`src/rtl/axi_arb_pkg.sv`:
```
// Shared types and response codes for the atomic-aware AXI-lite arbiter.
package axi_arb_pkg;

    localparam logic [1:0] RESP_OKAY   = 2'b00;
    localparam logic [1:0] RESP_EXOKAY = 2'b01;
    localparam logic [1:0] RESP_SLVERR = 2'b10;

    typedef enum logic [2:0] {
        IDLE,
        WR_CHK,
        WR_ADDR,
        WR_WAIT,
        WR_RESP,
        RD_ADDR,
        RD_WAIT,
        RD_RESP
    } state_t;

    // A forwarded SC reports EXOKAY unless the RAM itself flagged an error.
    function automatic logic [1:0] sc_resp(input logic [1:0] ram_resp);
        return (ram_resp == RESP_OKAY) ? RESP_EXOKAY : ram_resp;
    endfunction

endpackage

```
`src/rtl/rr_arbiter.sv`:
```
// Round-robin requester selection with a rotating priority pointer.
module rr_arbiter #(
    parameter int N  = 2,
    parameter int IW = $clog2(N)
) (
    input  logic          clk,
    input  logic          rst,
    input  logic [N-1:0]  req,
    input  logic          advance,
    output logic [N-1:0]  gnt,
    output logic [IW-1:0] gnt_idx,
    output logic          gnt_any
);

    logic [IW-1:0] ptr_q, ptr_d;

    // First requester at or after the pointer, wrapping around.
    always_comb begin
        gnt     = '0;
        gnt_idx = '0;
        gnt_any = 1'b0;
        for (int i = 0; i < N; i++) begin
            if (!gnt_any && req[(int'(ptr_q) + i) % N]) begin
                gnt_any                        = 1'b1;
                gnt[(int'(ptr_q) + i) % N]     = 1'b1;
                gnt_idx                        = IW'((int'(ptr_q) + i) % N);
            end
        end
    end

    always_comb begin
        ptr_d = ptr_q;
        if (advance && gnt_any) begin
            ptr_d = (gnt_idx == IW'(N - 1)) ? '0 : gnt_idx + 1'b1;
        end
    end

    always_ff @(posedge clk or posedge rst) begin
        if (rst) begin
            ptr_q <= '0;
        end else begin
            ptr_q <= ptr_d;
        end
    end

endmodule

```
`src/rtl/axi_atomic_arbiter.sv`:
```
// Shares one AXI-lite RAM port between several cores, one transaction at a time,
// resolving LR/SC locally with one word-granular reservation per core.
module axi_atomic_arbiter
    import axi_arb_pkg::*;
#(
    parameter int DATA_WIDTH      = 32,
    parameter int ADDR_WIDTH      = 10,
    parameter int NUM_CORES       = 2,
    parameter int MASTER_ID_WIDTH = $clog2(NUM_CORES)
) (
    input  logic                               axi_aclk,
    input  logic                               axi_areset,
    input  logic [NUM_CORES-1:0]               s_awvalid,
    input  logic [NUM_CORES*ADDR_WIDTH-1:0]    s_awaddr,
    input  logic [NUM_CORES-1:0]               s_awlock,
    input  logic [NUM_CORES*DATA_WIDTH-1:0]    s_wdata,
    input  logic [NUM_CORES*DATA_WIDTH/8-1:0]  s_wstrb,
    output logic [NUM_CORES-1:0]               s_awready,
    output logic [NUM_CORES-1:0]               s_bvalid,
    input  logic [NUM_CORES-1:0]               s_bready,
    output logic [1:0]                         s_bresp,
    input  logic [NUM_CORES-1:0]               s_arvalid,
    input  logic [NUM_CORES*ADDR_WIDTH-1:0]    s_araddr,
    input  logic [NUM_CORES-1:0]               s_arlock,
    output logic [NUM_CORES-1:0]               s_arready,
    output logic [NUM_CORES-1:0]               s_rvalid,
    input  logic [NUM_CORES-1:0]               s_rready,
    output logic [DATA_WIDTH-1:0]              s_rdata,
    output logic [1:0]                         s_rresp,
    output logic [ADDR_WIDTH-1:0]              m_awaddr,
    output logic [2:0]                         m_awprot,
    output logic                               m_awvalid,
    output logic [MASTER_ID_WIDTH-1:0]         m_awid,
    output logic                               m_awlock,
    input  logic                               m_awready,
    output logic [DATA_WIDTH-1:0]              m_wdata,
    output logic [DATA_WIDTH/8-1:0]            m_wstrb,
    output logic                               m_wvalid,
    input  logic                               m_wready,
    input  logic [1:0]                         m_bresp,
    input  logic                               m_bvalid,
    input  logic [MASTER_ID_WIDTH-1:0]         m_bid,
    output logic                               m_bready,
    output logic [ADDR_WIDTH-1:0]              m_araddr,
    output logic [2:0]                         m_arprot,
    output logic                               m_arvalid,
    output logic [MASTER_ID_WIDTH-1:0]         m_arid,
    output logic                               m_arlock,
    input  logic                               m_arready,
    input  logic [DATA_WIDTH-1:0]              m_rdata,
    input  logic [1:0]                         m_rresp,
    input  logic                               m_rvalid,
    input  logic [MASTER_ID_WIDTH-1:0]         m_rid,
    output logic                               m_rready,
    output logic [NUM_CORES-1:0]               core_block,
    output state_t                             dbg_state
);

    localparam int IW = MASTER_ID_WIDTH;
    localparam int WA = ADDR_WIDTH - 2;
    localparam int SW = DATA_WIDTH / 8;

    // Handshakes: a transfer happens on the rising edge where valid and ready are
    // both high; valid and its payload stay stable until then. s_awready/s_arready
    // are single-cycle accept pulses, so a core drops its valid after seeing one.

    state_t                         state_q, state_d;
    logic [IW-1:0]                  gnt_q, gnt_d;
    logic [ADDR_WIDTH-1:0]          aw_addr_q, aw_addr_d, ar_addr_q, ar_addr_d;
    logic [DATA_WIDTH-1:0]          w_data_q, w_data_d, rdata_q, rdata_d;
    logic [SW-1:0]                  w_strb_q, w_strb_d;
    logic                           aw_lock_q, aw_lock_d, ar_lock_q, ar_lock_d;
    logic                           aw_done_q, aw_done_d, w_done_q, w_done_d;
    logic [1:0]                     resp_q, resp_d;
    logic [NUM_CORES-1:0]           resv_vld_q, resv_vld_d;
    logic [NUM_CORES-1:0][WA-1:0]   resv_addr_q, resv_addr_d;

    logic [NUM_CORES-1:0]           req, arb_gnt, cur_gnt;
    logic [IW-1:0]                  arb_idx;
    logic                           arb_any;

    assign req = s_awvalid | s_arvalid;

    rr_arbiter #(.N(NUM_CORES), .IW(IW)) u_rr (
        .clk     (axi_aclk),
        .rst     (axi_areset),
        .req     (req),
        .advance (state_q == IDLE),
        .gnt     (arb_gnt),
        .gnt_idx (arb_idx),
        .gnt_any (arb_any)
    );

    assign m_awaddr  = aw_addr_q;
    assign m_awprot  = 3'b000;
    assign m_awid    = gnt_q;
    assign m_awlock  = 1'b0;
    assign m_wdata   = w_data_q;
    assign m_wstrb   = w_strb_q;
    assign m_araddr  = ar_addr_q;
    assign m_arprot  = 3'b000;
    assign m_arid    = gnt_q;
    assign m_arlock  = 1'b0;
    assign dbg_state = state_q;

    always_comb begin
        cur_gnt = '0;
        if (state_q == IDLE) begin
            cur_gnt = arb_gnt;
        end else begin
            cur_gnt[gnt_q] = 1'b1;
        end
        core_block = req & ~cur_gnt;
    end

    always_comb begin
        state_d     = state_q;
        gnt_d       = gnt_q;
        aw_addr_d   = aw_addr_q;
        w_data_d    = w_data_q;
        w_strb_d    = w_strb_q;
        aw_lock_d   = aw_lock_q;
        ar_addr_d   = ar_addr_q;
        ar_lock_d   = ar_lock_q;
        aw_done_d   = aw_done_q;
        w_done_d    = w_done_q;
        resp_d      = resp_q;
        rdata_d     = rdata_q;
        resv_vld_d  = resv_vld_q;
        resv_addr_d = resv_addr_q;
        s_awready   = '0;
        s_arready   = '0;
        s_bvalid    = '0;
        s_rvalid    = '0;
        s_bresp     = 2'b00;
        s_rresp     = 2'b00;
        s_rdata     = '0;
        m_awvalid   = 1'b0;
        m_wvalid    = 1'b0;
        m_bready    = 1'b0;
        m_arvalid   = 1'b0;
        m_rready    = 1'b0;

        case (state_q)
            IDLE: begin
                if (arb_any) begin
                    gnt_d = arb_idx;
                    if (s_awvalid[arb_idx]) begin
                        s_awready = arb_gnt;
                        aw_addr_d = s_awaddr[int'(arb_idx)*ADDR_WIDTH +: ADDR_WIDTH];
                        w_data_d  = s_wdata[int'(arb_idx)*DATA_WIDTH +: DATA_WIDTH];
                        w_strb_d  = s_wstrb[int'(arb_idx)*SW +: SW];
                        aw_lock_d = s_awlock[arb_idx];
                        state_d   = WR_CHK;
                    end else begin
                        s_arready = arb_gnt;
                        ar_addr_d = s_araddr[int'(arb_idx)*ADDR_WIDTH +: ADDR_WIDTH];
                        ar_lock_d = s_arlock[arb_idx];
                        state_d   = RD_ADDR;
                    end
                end
            end
            WR_CHK: begin
                aw_done_d = 1'b0;
                w_done_d  = 1'b0;
                if (aw_lock_q && aw_addr_q[1:0] != 2'b00) begin
                    resp_d  = RESP_SLVERR;
                    state_d = WR_RESP;
                end else if (aw_lock_q && (!resv_vld_q[gnt_q] ||
                             resv_addr_q[gnt_q] != aw_addr_q[ADDR_WIDTH-1:2])) begin
                    // Failed SC: dropped, and the requester loses its reservation.
                    resp_d             = RESP_OKAY;
                    resv_vld_d[gnt_q]  = 1'b0;
                    state_d            = WR_RESP;
                end else begin
                    state_d = WR_ADDR;
                end
            end
            WR_ADDR: begin
                m_awvalid = !aw_done_q;
                m_wvalid  = !w_done_q;
                aw_done_d = aw_done_q | m_awready;
                w_done_d  = w_done_q | m_wready;
                if (aw_done_d && w_done_d) begin
                    state_d = WR_WAIT;
                end
            end
            WR_WAIT: begin
                m_bready = 1'b1;
                if (m_bvalid && m_bid == gnt_q) begin
                    resp_d = aw_lock_q ? sc_resp(m_bresp) : m_bresp;
                    // Any reservation on the written word is now stale, the writer's included.
                    for (int i = 0; i < NUM_CORES; i++) begin
                        if (resv_addr_q[i] == aw_addr_q[ADDR_WIDTH-1:2]) begin
                            resv_vld_d[i] = 1'b0;
                        end
                    end
                    state_d = WR_RESP;
                end
            end
            WR_RESP: begin
                s_bvalid[gnt_q] = 1'b1;
                s_bresp         = resp_q;
                if (s_bready[gnt_q]) begin
                    state_d = IDLE;
                end
            end
            RD_ADDR: begin
                m_arvalid = 1'b1;
                if (m_arready) begin
                    state_d = RD_WAIT;
                end
            end
            RD_WAIT: begin
                m_rready = 1'b1;
                if (m_rvalid && m_rid == gnt_q) begin
                    rdata_d = m_rdata;
                    resp_d  = m_rresp;
                    if (ar_lock_q) begin
                        resv_vld_d[gnt_q]  = 1'b1;
                        resv_addr_d[gnt_q] = ar_addr_q[ADDR_WIDTH-1:2];
                    end
                    state_d = RD_RESP;
                end
            end
            RD_RESP: begin
                s_rvalid[gnt_q] = 1'b1;
                s_rdata         = rdata_q;
                s_rresp         = resp_q;
                if (s_rready[gnt_q]) begin
                    state_d = IDLE;
                end
            end
            default: state_d = IDLE;
        endcase
    end

    always_ff @(posedge axi_aclk or posedge axi_areset) begin
        if (axi_areset) begin
            state_q     <= IDLE;
            gnt_q       <= '0;
            aw_addr_q   <= '0;
            w_data_q    <= '0;
            w_strb_q    <= '0;
            aw_lock_q   <= 1'b0;
            ar_addr_q   <= '0;
            ar_lock_q   <= 1'b0;
            aw_done_q   <= 1'b0;
            w_done_q    <= 1'b0;
            resp_q      <= 2'b00;
            rdata_q     <= '0;
            resv_vld_q  <= '0;
            resv_addr_q <= '0;
        end else begin
            state_q     <= state_d;
            gnt_q       <= gnt_d;
            aw_addr_q   <= aw_addr_d;
            w_data_q    <= w_data_d;
            w_strb_q    <= w_strb_d;
            aw_lock_q   <= aw_lock_d;
            ar_addr_q   <= ar_addr_d;
            ar_lock_q   <= ar_lock_d;
            aw_done_q   <= aw_done_d;
            w_done_q    <= w_done_d;
            resp_q      <= resp_d;
            rdata_q     <= rdata_d;
            resv_vld_q  <= resv_vld_d;
            resv_addr_q <= resv_addr_d;
        end
    end

endmodule
```
`config.mk`:
```
export PLATFORM = sky130hd
export DESIGN_NAME = axi_atomic_arbiter
export DESIGN_NICKNAME = d
export VERILOG_FILES = /design/src/rtl/axi_arb_pkg.sv /design/src/rtl/rr_arbiter.sv /design/src/rtl/axi_atomic_arbiter.sv
export SDC_FILE = /design/constraint.sdc
export NUM_CORES = 1
export LEC_CHECK = 0
export BUFFER_PORTS_ARGS = -buffer_cell sky130_fd_sc_hd__buf_4
export CAP_MARGIN = 10
export CORE_AREA = 8 8 133 135
export CTS_BUF_LIST = sky130_fd_sc_hd__clkbuf_8
export DETAILED_ROUTE_END_ITERATION = 6
export DIE_AREA = 0 0 141 143
export PLACE_DENSITY = 0.7
export SYNTH_ARGS = -nofsm -noshare
export SYNTH_HDL_FRONTEND = slang
export SYNTH_SLANG_ARGS = --single-unit
```
`constraint.sdc`:
```
create_clock -name axi_aclk -period 7.3 [get_ports axi_aclk]
set_clock_uncertainty 0.2 [all_clocks]
set_input_delay 0.73 -clock axi_aclk [delete_from_list [all_inputs] [get_ports axi_aclk]]
set_output_delay 0.73 -clock axi_aclk [all_outputs]
set_load 0.02 [all_outputs]
```
**Yosys cells after proc, flatten, opt, wreduce, memory -nomap -nowiden**

Index checks and enable logic that the tools add are counted.

- Bits in registers: 117
- Input port bits: 169
- Output and inout bits: 120
- Word-level logic and storage cells: 176

- Add/subtract/negate cells: 2
- $mul: 1
- $lt $le $gt $ge: 7
- Equality and inequality tests: 25
- Shift operators: 4
- Muxes and demuxes: 80
- Bitwise logic cells: 11
- Reductions and logical operators: 29

Operator list:

| cell | count |
|---|---|
| indexed part select 64 x 7 -> 32 bit | 1 |
| 2-to-1 mux 2 bit | 24 |
| 2-to-1 mux 1 bit | 32 |
| 2-to-1 mux 32 bit | 1 |
| indexed part select 20 x 32 -> 10 bit | 1 |
| 2-to-1 mux 3 bit | 10 |
| 2-to-1 mux 8 bit | 3 |
| != test 2 bit, second input constant | 12 |
| case mux 3 bit (8 select lines) | 1 |
| AND reduction 7 bit | 3 |
| indexed part select 20 x 6 -> 10 bit | 1 |
| bitwise mux 16 bit | 1 |
| == test 8 bit | 2 |
| == test 3 bit, second input constant | 4 |
| case mux 2 bit (3 select lines) | 2 |
| logical AND 1 bit | 10 |
| AND reduction 3 bit | 3 |
| demux 8 bit (select 1 bit) | 1 |
| != test 8 bit | 1 |
| indexed part select 8 x 4 -> 4 bit | 1 |
| == test 3 x 2 -> 1 bit, second input constant | 2 |
| less-than comparator 1 x 2 -> 1 bit, second input constant | 3 |
| bitwise OR 2 bit | 3 |
| AND 2 bit | 2 |
| other kinds (22) | 35 |

**Longest topological paths before layout**

Gate-level depths: netlist of the first run.

- Word-level depth: 12
- Depth in mapped cells: 8
- Gate-level depth less buffers: 6

**By module**

From an unflattened synthesis of the first run, not the netlist that was laid out.

- Cell total of the unflattened synthesis: 576
- Area, all modules: 6,104.6 sq um

By module, submodules not included:

| module | instances | cells an instance | area an instance (sq um) | seq. area each (sq um) |
|---|---|---|---|---|
| axi_atomic_arbiter | 1 | 567 | 6,032.0 | 2,902.8 |
| rr_arbiter | 1 | 9 | 72.6 | 25.0 |

**Worst setup path after synthesis of the first run**

OpenSTA, ideal clock, no wires.

- Kind: input-to-output
- From: input port s_arvalid[0]
- To: output port core_block[1]
- Data arrival time: 1,937 ps
- Required time: 6,370 ps
- Setup slack: 4,433 ps
- Stages on the path: 6
- Path buffers: 2
- Cells stage by stage: nor2_1 o22ai_1 clkbuf_1 buf_2 nor2_1 a211oi_1

- Longest elaborated chain between the ends: 10
- Elaborated cells on any way between the ends: 15
- Classes of those cells: 9 x mux; 4 x bitwise; 2 x reduce/logical

RTL lines:

| item | RTL line | source |
|---|---|---|
| from (decl) | axi_atomic_arbiter.sv:22 | `input logic [NUM_CORES-1:0] s_arvalid,` |
| bitwise OR 2 bit (*) | axi_atomic_arbiter.sv:82 | `assign req = s_awvalid \| s_arvalid;` |
| 2-to-1 mux 1 bit (implied by the code) (2 in series) | rr_arbiter.sv:23 | `if (!gnt_any && req[(int'(ptr_q) + i) % N]) begin` |
| 2-to-1 mux 1 bit | rr_arbiter.sv:23 |  |
| logical NOT 1 bit | rr_arbiter.sv:23 |  |
| logical AND 1 bit | rr_arbiter.sv:23 |  |
| 2-to-1 mux 2 bit (*) | rr_arbiter.sv:23 |  |
| 2-to-1 mux 2 bit (*) | axi_atomic_arbiter.sv:108 | `if (state_q == IDLE) begin` |
| NOT 2 bit (*) | axi_atomic_arbiter.sv:113 | `core_block = req & ~cur_gnt;` |
| AND 2 bit (*) | axi_atomic_arbiter.sv:113 |  |
| to (decl) | axi_atomic_arbiter.sv:55 | `output logic [NUM_CORES-1:0] core_block,` |

Every way passes the cells marked *; elsewhere a longest branch is shown, timed or not. The select of a mux whose other input is x is not followed.

**Worst setup path in the final report of the first run**

- From: register state_q[1], in the netlist dbg_state[1]
- To: output port s_rdata[28]

- Longest elaborated chain between the ends: 2

RTL lines:

| item | RTL line | source |
|---|---|---|
| from (decl) | axi_atomic_arbiter.sv:67 | `state_t state_q, state_d;` |
| from (signal assigned) | axi_atomic_arbiter.sv:255 | `state_q <= state_d;` |
| == test 3 bit | axi_atomic_arbiter.sv:144 | `case (state_q)` |
| 2-to-1 mux 32 bit | axi_atomic_arbiter.sv:144 |  |
| to (decl) | axi_atomic_arbiter.sv:28 | `output logic [DATA_WIDTH-1:0] s_rdata,` |

No other way between the ends.

==> run summary, run 1 <==
Top post-synthesis cells by count - 117 x dfrtp_1, 65 x nor2_1, 64 x mux2i_1
Largest net degree at the start of global routing - 95
XOR/XNOR share of the synthesized area - 3.258%
Critical path class - reg -> out
Switching share of total power - 41.77%
RR Endpoint - m_wdata[0]
Met3 Track Usage GR - 7.479%
Vias in the first global route - 5511
Post-layout utilization of the core - 56.18%
First-pass GRT wire length - 28760 um
Number of CTS-inserted buffers - 17
Starting density of the core - 39.40%
VDD IR max - 0.1828 mV
Mapped Cells - 591
Worst R2R Start - dbg_state[1]
Pre-antenna DRT Iters - 5
Hold_buf cts - 0
Hold/Removal Path Class - in -> async
Cts repair resizes - 0
CP required - 6.37 ns
Comb pwr share - 48.2%
Tcrit/Tclk final - 45.85%
Startpoint types - flip-flop
Synthesized area per cell - 10.40 um2
Total track usage - 18.18%
Initial antenna violation count - 0
Mapped Area - 6145 um2
Top cell by count, worst path - buf_4
EDFF count, synth - 0
MaxCap Viol Count - 0
Internal Power - 0.002033 W
Final net count - 1027
Status - completed
Pwr dens - 398.4 nW/um2
Primary FF master, synth - dfrtp_1
Met2 usage in global routing - 29.46%
Slew @ Worst Pin - 0.9661 ns
WL final - 18330 um
Synth top area share - 47.65%
Worst-Skew Late Latency - 0.44 ns
Post-CTS Setup Repair Bufs - 0
Core Box Area - 15600 um2
Cells along the critical path - inv_1, nor2_1, buf_4, and2_1, buf_4
DP Wirelength - 13920 um
Clock Tree Buf Depth - 2
DR vias/cell - 4.903
Full die area - 20160 um2
Distinct cell type count after synthesis - 55
Worst EP arrival - 2.42 ns
Post-Synth Adder-Cell Area - 0%
H-Tree Level Count - 4
Crit-path slowest cell - dfrtp_1
Slew Viols, Final - 0
Vias - 5330
I/O pin count - 289
Grt ovf - 0
DIE HEIGHT - 143 um
Complex-gate fraction of the synthesized area - 10.41%
Antenna diodes - 0
Endpoints failing setup - 0
Most common cell in the synthesized netlist - dfrtp_1
Flop pwr share - 34.5%
Post-synth top area cell - dfrtp_1
Sink Count - 117
Dpl ws - 4.397 ns
Worst-path clk slew - 0.08 ns
Synth Warn # - 0
Max frequency - 298.8 MHz
Slew Limit Headroom - 35.60%
Sequential share of the synthesized area - 47.65%
Clk pwr share - 17.2%
Area grow syn2layout - 42.60%
PnR worst setup slack - 3.953 ns
GRT Max-Usage Layer - met2
Seq cells post-synth - 117
Die Width - 141 um
Initial DRC count - 226
Slowest stage delay, CP - 0.76 ns
Lkg Pwr - 4.307 nW
DR WL/cell - 16.86 um
Hold Vio Cnt, Final - 0
Dpl cells - 1055
Routed Antenna Nets - 0
Area contributors post-synth - dfrtp_1 48%, mux2i_1 10%, mux2_2 9.0%
Cells on worst reg2reg path - 6
DRC violations left - 0
WHS - 0.1350 ns
Num rows - 46
Tmin final - 3.347 ns
Synth Area in Simple Gates - 14.58%
Switching power - 0.001458 W
RSZ-0062 raised after global routing - no
Largest family of logic cells by synthesized area - multiplexers
Critical-path maximum fanout - 34
Setup slack, reg-to-reg - 4.53 ns
Sum Neg Setup Slack - 0 ns
GRT met1 Usage - 21.31%
Port bufs - 280
TritonCTS clock tree - built
Root Driver - clkbuf_8
Finished Layout Cells - 1087
Layout cells sized above 1 - 43.63%
Share of async-settable or async-resettable flops after synthesis - 100.0%
Multiplexer share of the synthesized area - 19.41%
Final Wtd Congestion - 0.8305
Crit path capture type - primary output
Top delay family on crit path - buffers and inverters
Worst Path Buf+Inv - 3
[through the flow]
stage	instance area [um2]	total power [W]
floorplan	6171	0.002282
global placement	8364	0.002894
detailed placement	8364	0.002925
CTS	8762	0.003537
global route	8762	0.003741
finish	8762	0.003490
[cells by family (layout without fill, tap and decap cells)]
| group | Yosys count | in the layout |
|---|---|---|
| and+or+nand+nor | 175 | 175 |
| DFF | 117 | 117 |
| muxes | 113 | 113 |
| AOI/OAI and AO/OA | 110 | 110 |
| buffers and inverters | 53 | 326 |
| xor gates and xnor gates | 22 | 22 |
| other | 1 | 8 |
[area by class of cell]
cell class | count | area, um2
Fill cell | 1401 | 6835
Multi-Input combinational cell | 428 | 2987
Sequential cell | 117 | 2928
Timing Repair Buffer | 286 | 2147
Tap cell | 216 | 270.3
Clock buffer | 18 | 247.7
Clock inverter | 14 | 150.1
Inverter | 8 | 32.53
[power by group through the flow]
stage	logic (W)	clock network (W)	registers, W
2_1_floorplan	0.000953	0	0.00133
3_3_place_gp	0.00169	0	0.00121
3_5_place_dp	0.00171	0	0.00122
4_1_cts	0.00171	0.000619	0.00121
5_1_grt	0.00184	0.000652	0.00125
6_report	0.00168	0.000601	0.00121
[flip-flops by register name, indices dropped and copies added, names as in the netlist, 2 cells and up]
name / flops
dbg_state: 3
m_araddr: 10
m_awaddr: 10
m_wdata: 32
m_wstrb: 4
rdata_q: 32
resp_q: 2
resv_addr_q: 16
resv_vld_q: 2
[worst max path at each step]
| stage | start | endpoint | cells past startpoint |
|---|---|---|---|
| 2_1_floorplan | axi_areset | ar_lock_q | 1 |
| 3_5_place_dp | s_awvalid[0] | m_wdata[17] | 6 |
| 6_report | dbg_state[1] | s_rdata[28] | 5 |
| 5_1_grt | dbg_state[1] | s_rdata[23] | 5 |
| 4_1_cts | dbg_state[1] | s_rdata[31] | 5 |
| 3_3_place_gp | s_awvalid[0] | m_wdata[17] | 6 |
[layer usage]
| layer | up-vias | routed length, um |
|---|---|---|
| li1 | 2590 | - |
| met5 | - | 0 |
| met3 | 20 | 1644 |
| met1 | 2502 | 7535 |
| met4 | 0 | 258 |
| met2 | 218 | 8890 |
[cells in the final DEF (no fill, tap or decap), types with 13 or more instances in the layout]
| cell | netlist | layout |
|---|---|---|
| buf_4 | 13 | 286 |
| dfrtp_1 | 117 | 117 |
| nor2_1 | 65 | 65 |
| mux2i_1 | 64 | 64 |
| a21oi_1 | 59 | 58 |
| mux2_2 | 49 | 49 |
| and2_1 | 39 | 39 |
| nand2_1 | 28 | 28 |
| o21ai_0 | 22 | 22 |
| clkbuf_8 | 0 | 18 |
| xnor2_1 | 13 | 13 |
(Power assumes the default switching activity.)
==> run 2, diff against run 1 <==
Settings changed: PLACE_DENSITY 0.7 to 0.73.
Clock period 7.3 ns to 2.9 ns, I/O delays scaled along.
==> run summary, run 2 (synthesis results as in run 1) <==
Pwr dens - 907.4 nW/um2 (was 398.4 nW/um2)
Endpoints failing setup - 0 (unchanged)
WL final - 21670 um (was 18330 um)
Tcrit/Tclk final - 90.09%
Vias - 6091 (was 5330)
Worst-Skew Late Latency - 0.43 ns (was 0.44 ns)
Die Width - 141 um (unchanged)
Layout filler cell count - 1169 (was 1401)
Hold/Removal Path Class - in -> reg (was in -> async)
H-Tree Level Count - 4 (unchanged)
Switching power - 0.003784 W (was 0.001458 W)
Total track usage - 21.68% (was 18.18%)
CP required - 2.41 ns (was 6.37 ns)
Grt ovf - 0 (unchanged)
Hold Vio Cnt, Final - 0 (unchanged)
Top cell by count, worst path - nor2_1 (was buf_4)
Vias in the first global route - 6478 (was 5511)
MaxCap Viol Count - 0 (unchanged)
Num rows - 46 (unchanged)
Crit path capture type - primary output (unchanged)
Max frequency - 382.7 MHz
RSZ-0062 raised after global routing - no (unchanged)
Port bufs - 280 (unchanged)
Switching share of total power - 40.26% (was 41.77%)
Cells along the critical path - nor2_2, nand2_1, nor2_1, a21oi_1, nor2_1, buf_4 (was inv_1, nor2_1, buf_4, and2_1, buf_4)
Slew Viols, Final - 0 (unchanged)
Final Wtd Congestion - 0.8300 (was 0.8305)
First-pass GRT wire length - 34420 um (was 28760 um)
VDD IR max - 0.5003 mV (was 0.1828 mV)
Register area - 2928 um2 (unchanged)
Slew Limit Headroom - 41.89% (was 35.60%)
WHS - 0.03000 ns (was 0.1350 ns)
DIE HEIGHT - 143 um (unchanged)
Largest net degree at the start of global routing - 56 (was 95)
Routed Antenna Nets - 0 (unchanged)
Starting density of the core - 39.40% (unchanged)
TritonCTS clock tree - built (unchanged)
Most frequent cells in the layout - 287 x buf_4, 145 x dlygate4sd3_1, 117 x dfrtp_1 (was 286 x buf_4, 117 x dfrtp_1, 65 x nor2_1)
Worst-path clk slew - 0.07 ns (was 0.08 ns)
Initial antenna violation count - 0 (unchanged)
Clk pwr share - 16.9% (was 17.2%)
Critical-path maximum fanout - 13 (was 34)
Number of CTS-inserted buffers - 17 (unchanged)
Tmin final - 2.613 ns
I/O pin count - 289 (unchanged)
Internal Power - 0.005614 W (was 0.002033 W)
DP Wirelength - 14810 um (was 13920 um)
Setup slack, reg-to-reg - 0.39 ns (was 4.53 ns)
DR WL/cell - 17.52 um (was 16.86 um)
Clock Tree Buf Depth - 2 (unchanged)
Multi-input gate area - 2987 um2 (unchanged)
Final net count - 1179 (was 1027)
Critical path class - reg -> out (unchanged)
Pre-antenna DRT Iters - 6 (was 5)
GRT Max-Usage Layer - met2 (unchanged)
Met3 Track Usage GR - 8.180% (was 7.479%)
Area grow syn2layout - 68.54% (was 42.60%)
Lkg Pwr - 4.986 nW (was 4.307 nW)
Sum Neg Setup Slack - 0 ns (unchanged)
Root Driver - clkbuf_8 (unchanged)
GRT met1 Usage - 24.72% (was 21.31%)
DRC violations left - 0 (unchanged)
Most common cell after layout, fill and taps aside - buf_4 (unchanged)
Slowest stage delay, CP - 0.53 ns (was 0.76 ns)
Slew @ Worst Pin - 0.8716 ns (was 0.9661 ns)
Comb pwr share - 50.4% (was 48.2%)
Sink Count - 117 (unchanged)
Full die area - 20160 um2 (unchanged)
Crit-path slowest cell - dfrtp_1 (unchanged)
DR vias/cell - 4.924 (was 4.903)
PnR worst setup slack - 0.2873 ns (was 3.953 ns)
Worst EP arrival - 2.12 ns (was 2.42 ns)
Layout cells sized above 1 - 37.51% (was 43.63%)
Flop pwr share - 32.7% (was 34.5%)
Core Box Area - 15600 um2 (unchanged)
Status - completed (unchanged)
Antenna diodes - 0 (unchanged)
Post-CTS Setup Repair Bufs - 0 (unchanged)
Dpl ws - 0.4368 ns (was 4.397 ns)
Post-layout utilization of the core - 66.40% (was 56.18%)
Initial DRC count - 210 (was 226)
Startpoint types - flip-flop (unchanged)
Met2 usage in global routing - 35.05% (was 29.46%)
-- run 2: cell count changes in the layout (fill, tap and decap cells not counted), sizes merged --
cell / before / now
dlygate4sd3: 0 / 145
clkinvlp: 3 / 2
buf: 286 / 293
bufinv: 2 / 4
inv: 12 / 9
-- run 2: per-stage QoR --
stage | power (W) | std cells | area, um2
final | 0.009397 | 1237 | 10360
after global routing | 0.01004 | 1237 | 10360
after CTS | 0.009415 | 1237 | 10360
after detailed placement | 0.007473 | 1062 | 8493
after global placement | 0.007376 | 1062 | 8493
after floorplan | 0.005745 | 598 | 6175
-- run 2: power by group through the flow --
stage	Sequential, W	Clock (W)	Combinational, W
3_3_place_gp	0.00304	0	0.00433
6_report	0.00307	0.00159	0.00474
5_1_grt	0.00318	0.00170	0.00516
4_1_cts	0.00306	0.00163	0.00473
3_5_place_dp	0.00307	0	0.00440
2_1_floorplan	0.00335	0	0.00240
-- run 2: path summary, 6_finish.rpt --
check,cells after the start,to,startpoint
max,6,core_block[0],dbg_state[2]
max reg2reg,5,m_wdata[1],u_rr.ptr_q
min in group asynchronous,3,m_araddr[1],axi_areset
min,3,m_awaddr[9],s_awaddr[9]
max in group asynchronous,4,m_wdata[31],axi_areset
min reg2reg,2,m_araddr[0],m_araddr[0]
-- run 2: worst max-delay path: cells and delay by family (launching register included) --
kind / cells / cell delay [ns]
DFF: 1 / 0.53
AOI/OAI and AO/OA: 1 / 0.06
and+or+nand+nor: 4 / 0.92
buffers and inverters: 1 / 0.18
-- run 2: routing by layer --
metal	vias up	wire length, um
met2	278	10390
li1	2902	-
met3	54	2027
met5	-	0
met4	0	718
met1	2857	8540
-- run 2: final cells by class --
| cell class | instances | area share, % |
|---|---|---|
| multi-input combinational | 428 | 28.84 |
| inverter | 8 | 0.3262 |
| sequential | 117 | 28.27 |
| tap | 216 | 2.610 |
| clock buffer | 18 | 2.392 |
| clock inverter | 12 | 1.583 |
| timing repair buffer | 438 | 35.98 |
-- run 2: what timing repair did --
item | 4_1_cts | 5_1_grt
endpoints found under the hold margin | 104 | 0
gates resized for setup | 0 | 0
hold buffers | 145 | 0
==> run 3, diff against run 2 <==
Settings changed: ABC_AREA set to 1, CORE_AREA 8 8 133 135 to 8 8 132 134, DIE_AREA 0 0 141 143 to 0 0 140 142.
==> run summary, run 3 <==
Status - completed (unchanged)
Total Power - 0.009343 W (was 0.009397 W)
Grt ovf - 0 (unchanged)
Full die area - 19880 um2 (was 20160 um2)
Slew Viols, Final - 0 (unchanged)
Starting density of the core - 39.11% (was 39.40%)
Hold Vio Cnt, Final - 0 (unchanged)
VDD IR max - 0.6019 mV (was 0.5003 mV)
Die Width - 140 um (was 141 um)
Worst R2R Start - u_rr.ptr_q (unchanged)
Port bufs - 280 (unchanged)
Most common cell after layout, fill and taps aside - buf_4 (unchanged)
Lkg Pwr - 5.265 nW (was 4.986 nW)
RR Endpoint - m_araddr[2] (was m_wdata[1])
Worst-path clk slew - 0.07 ns (about the same)
Slew @ Worst Pin - 0.6950 ns (was 0.8716 ns)
DIE HEIGHT - 142 um (was 143 um)
Slowest stage delay, CP - 0.57 ns (was 0.53 ns)
Root Driver - clkbuf_8 (unchanged)
Synth top area share - 48.54% (was 47.65%)
Crit-path slowest cell - dlygate4sd3_1 (was dfrtp_1)
Synth Warn # - 0 (unchanged)
Top post-synthesis cells by count - 186 x nand2_1, 117 x dfrtp_1, 110 x o21ai_1 (was 117 x dfrtp_1, 65 x nor2_1, 64 x mux2i_1)
Met3 Wirelength - 1635 um (was 2027 um)
DR vias/cell - 4.797 (was 4.924)
H-Tree Level Count - 4 (unchanged)
Sink Count - 117 (unchanged)
Share of async-settable or async-resettable flops after synthesis - 100.0% (unchanged)
Initial DRC count - 315 (was 210)
Cell count along the critical path - 10 (was 6)
Max frequency - 395.4 MHz (was 382.7 MHz)
Pre-antenna DRT Iters - 5 (was 6)
DR WL/cell - 16.55 um (was 17.52 um)
Met1 wire length - 9112 um (was 8540 um)
Clock Tree Buf Depth - 2 (unchanged)
Slew Limit Headroom - 53.67% (was 41.89%)
TritonCTS clock tree - built (unchanged)
Pwr dens - 913.6 nW/um2 (was 907.4 nW/um2)
Synthesized area per cell - 8.021 um2 (was 10.40 um2)
Top delay family on crit path - buffers and inverters (was simple AND/OR/NAND/NOR gates)
Primary FF master, synth - dfrtp_1 (unchanged)
Setup slack, reg-to-reg - 0.37 ns (was 0.39 ns)
Tcrit/Tclk final - 87.21% (was 90.09%)
Hold/Removal Path Class - in -> reg (unchanged)
PnR worst setup slack - 0.3710 ns (was 0.2873 ns)
First-pass GRT wire length - 35820 um (was 34420 um)
DRC violations left - 0 (unchanged)
Area grow syn2layout - 69.53% (was 68.54%)
Routed Antenna Nets - 0 (unchanged)
Startpoint types - flip-flop (unchanged)
Setup crit end - m_araddr[2] (was core_block[0])
EDFF count, synth - 0 (unchanged)
Total track usage - 22.88% (was 21.68%)
Sum Neg Setup Slack - 0 ns (unchanged)
Number of CTS-inserted buffers - 17 (unchanged)
CP required - 3.06 ns (was 2.41 ns)
WHS - 0.02911 ns (was 0.03000 ns)
Sequential share of the synthesized area - 48.54% (was 47.65%)
I/O pin count - 289 (unchanged)
MaxCap Viol Count - 0 (unchanged)
Seq cells post-synth - 117 (unchanged)
Mapped Cells - 752 (was 591)
Vias in the first global route - 6925 (was 6478)
Post-CTS Setup Repair Bufs - 0 (unchanged)
Dpl cells - 1194 (was 1062)
Critical path class - reg -> reg (was reg -> out)
Layout cells sized above 1 - 29.16% (was 37.51%)
Most common cell in the synthesized netlist - nand2_1 (was dfrtp_1)
Cells on worst reg2reg path - 10 (was 5)
Crit path capture type - flip-flop (was primary output)
Endpoints failing setup - 0 (unchanged)
Worst Path Buf+Inv - 3 (was 1)
Final net count - 1339 (was 1179)
WL final - 22770 um (was 21670 um)
Dpl ws - 0.5395 ns (was 0.4368 ns)
Post-synth top area cell - dfrtp_1 (unchanged)
Worst EP arrival - 2.69 ns (was 2.12 ns)
Most frequent cells in the layout - 283 x buf_4, 186 x nand2_1, 149 x dlygate4sd3_1 (was 287 x buf_4, 145 x dlygate4sd3_1, 117 x dfrtp_1)
Final Wtd Congestion - 0.8121 (was 0.8300)
Largest net degree at the start of global routing - 118 (was 56)
Finished Layout Cells - 1376 (was 1237)
Core Box Area - 15420 um2 (was 15600 um2)
Mapped Area - 6032 um2 (was 6145 um2)
RSZ-0062 raised after global routing - no (unchanged)
DP Wirelength - 14990 um (was 14810 um)
Num rows - 46 (unchanged)
Initial antenna violation count - 1 (was 0)
Top sig layer - met4 (unchanged)
Tmin final - 2.529 ns (was 2.613 ns)
Cells along the critical path - inv_1, a21oi_4, nand2_1, o21ai_1, nand2_1, nor2_2, buf_4, o211ai_1, dlygate4sd3_1, o21ai_1 (was nor2_2, nand2_1, nor2_1, a21oi_1, nor2_1, buf_4)
Vias - 6600 (was 6091)
Critical-path maximum fanout - 23 (was 13)
Area contributors post-synth - dfrtp_1 49%, nand2_1 12%, o21ai_1 9.1% (was dfrtp_1 48%, mux2i_1 10%, mux2_2 9.0%)
Worst-Skew Late Latency - 0.43 ns (about the same)
Routed wl met2 - 11320 um (was 10390 um)
CP Launch Point - u_rr.ptr_q (was dbg_state[2])
Distinct cell type count after synthesis - 30 (was 55)
-- run 3: final cells by class --
type                    count  area (um2)
repair buffers            435        3676
fillers                  1184        5199
multi-input cells         513        2580
diodes                      1       2.502
clock inverters            14       225.2
well taps                 192       240.2
clock buffers              18       247.7
inverters                  86       326.6
flip-flops and latches    117        2928
-- run 3: logic make-up after synthesis --
logic type | count (synthesis) | share of synthesized area, %
other | 1 | 0.06217
and+or+nand+nor | 311 | 20.74
DFF | 117 | 48.54
xor gates and xnor gates | 8 | 1.162
muxes | 47 | 7.799
AOI/OAI and AO/OA | 139 | 12.36
buffers and inverters | 129 | 9.334
-- run 3: layer usage --
metal / global-route usage, % / vias to the layer above
li1: - / 3231
met1: 25.87 / 3060
met2: 39.00 / 264
met3: 7.246 / 45
met4: 10.40 / 0
met5: 0 / -
-- run 3: worst min path at each step --
stage / start / endpoint / slack, ns / cells past startpoint
2_1_floorplan: m_rdata[0] / rdata_q[0] / 0.22 / 2
3_3_place_gp: resp_q[1] / resp_q[1] / 0.27 / 2
3_5_place_dp: resp_q[0] / resp_q[0] / 0.26 / 2
4_1_cts: s_arlock[0] / ar_lock_q / 0.0002 / 4
5_1_grt: s_arlock[0] / ar_lock_q / 0.03 / 4
6_report: s_araddr[4] / m_araddr[4] / 0.03 / 4
-- run 3: worst reg2reg max path: stages (launching register included) --
cell and delay (ns):
dfrtp_1 0.34, inv_1 0.08, a21oi_4 0.36, nand2_1 0.12, o21ai_1 0.13, nand2_1 0.11, nor2_2 0.09, buf_4 0.26
o211ai_1 0.13, dlygate4sd3_1 0.57, o21ai_1 0.07
-- run 3: power by group --
group | switching, W | leakage, nW | internal [W] | total, W
logic | 0.00269 | 3.60 | 0.00199 | 0.00468
clock network | 0.000721 | 0.231 | 0.00106 | 0.00178
registers | 0.000517 | 1.43 | 0.00237 | 0.00288
-- run 3: repair_timing --
| action | in CTS | in global routing |
|---|---|---|
| gates resized for setup | 0 | 0 |
| hold buffers | 149 | 0 |
| hold endpoints to repair | 211 | 0 |
-- run 3: stage by stage --
stage	util [%]	cell area (um2)
after floorplan	-	6062
after global placement	53.54	8259
after detailed placement	53.54	8259
after CTS	66.28	10220
after global routing	66.30	10230
final	66.30	10230
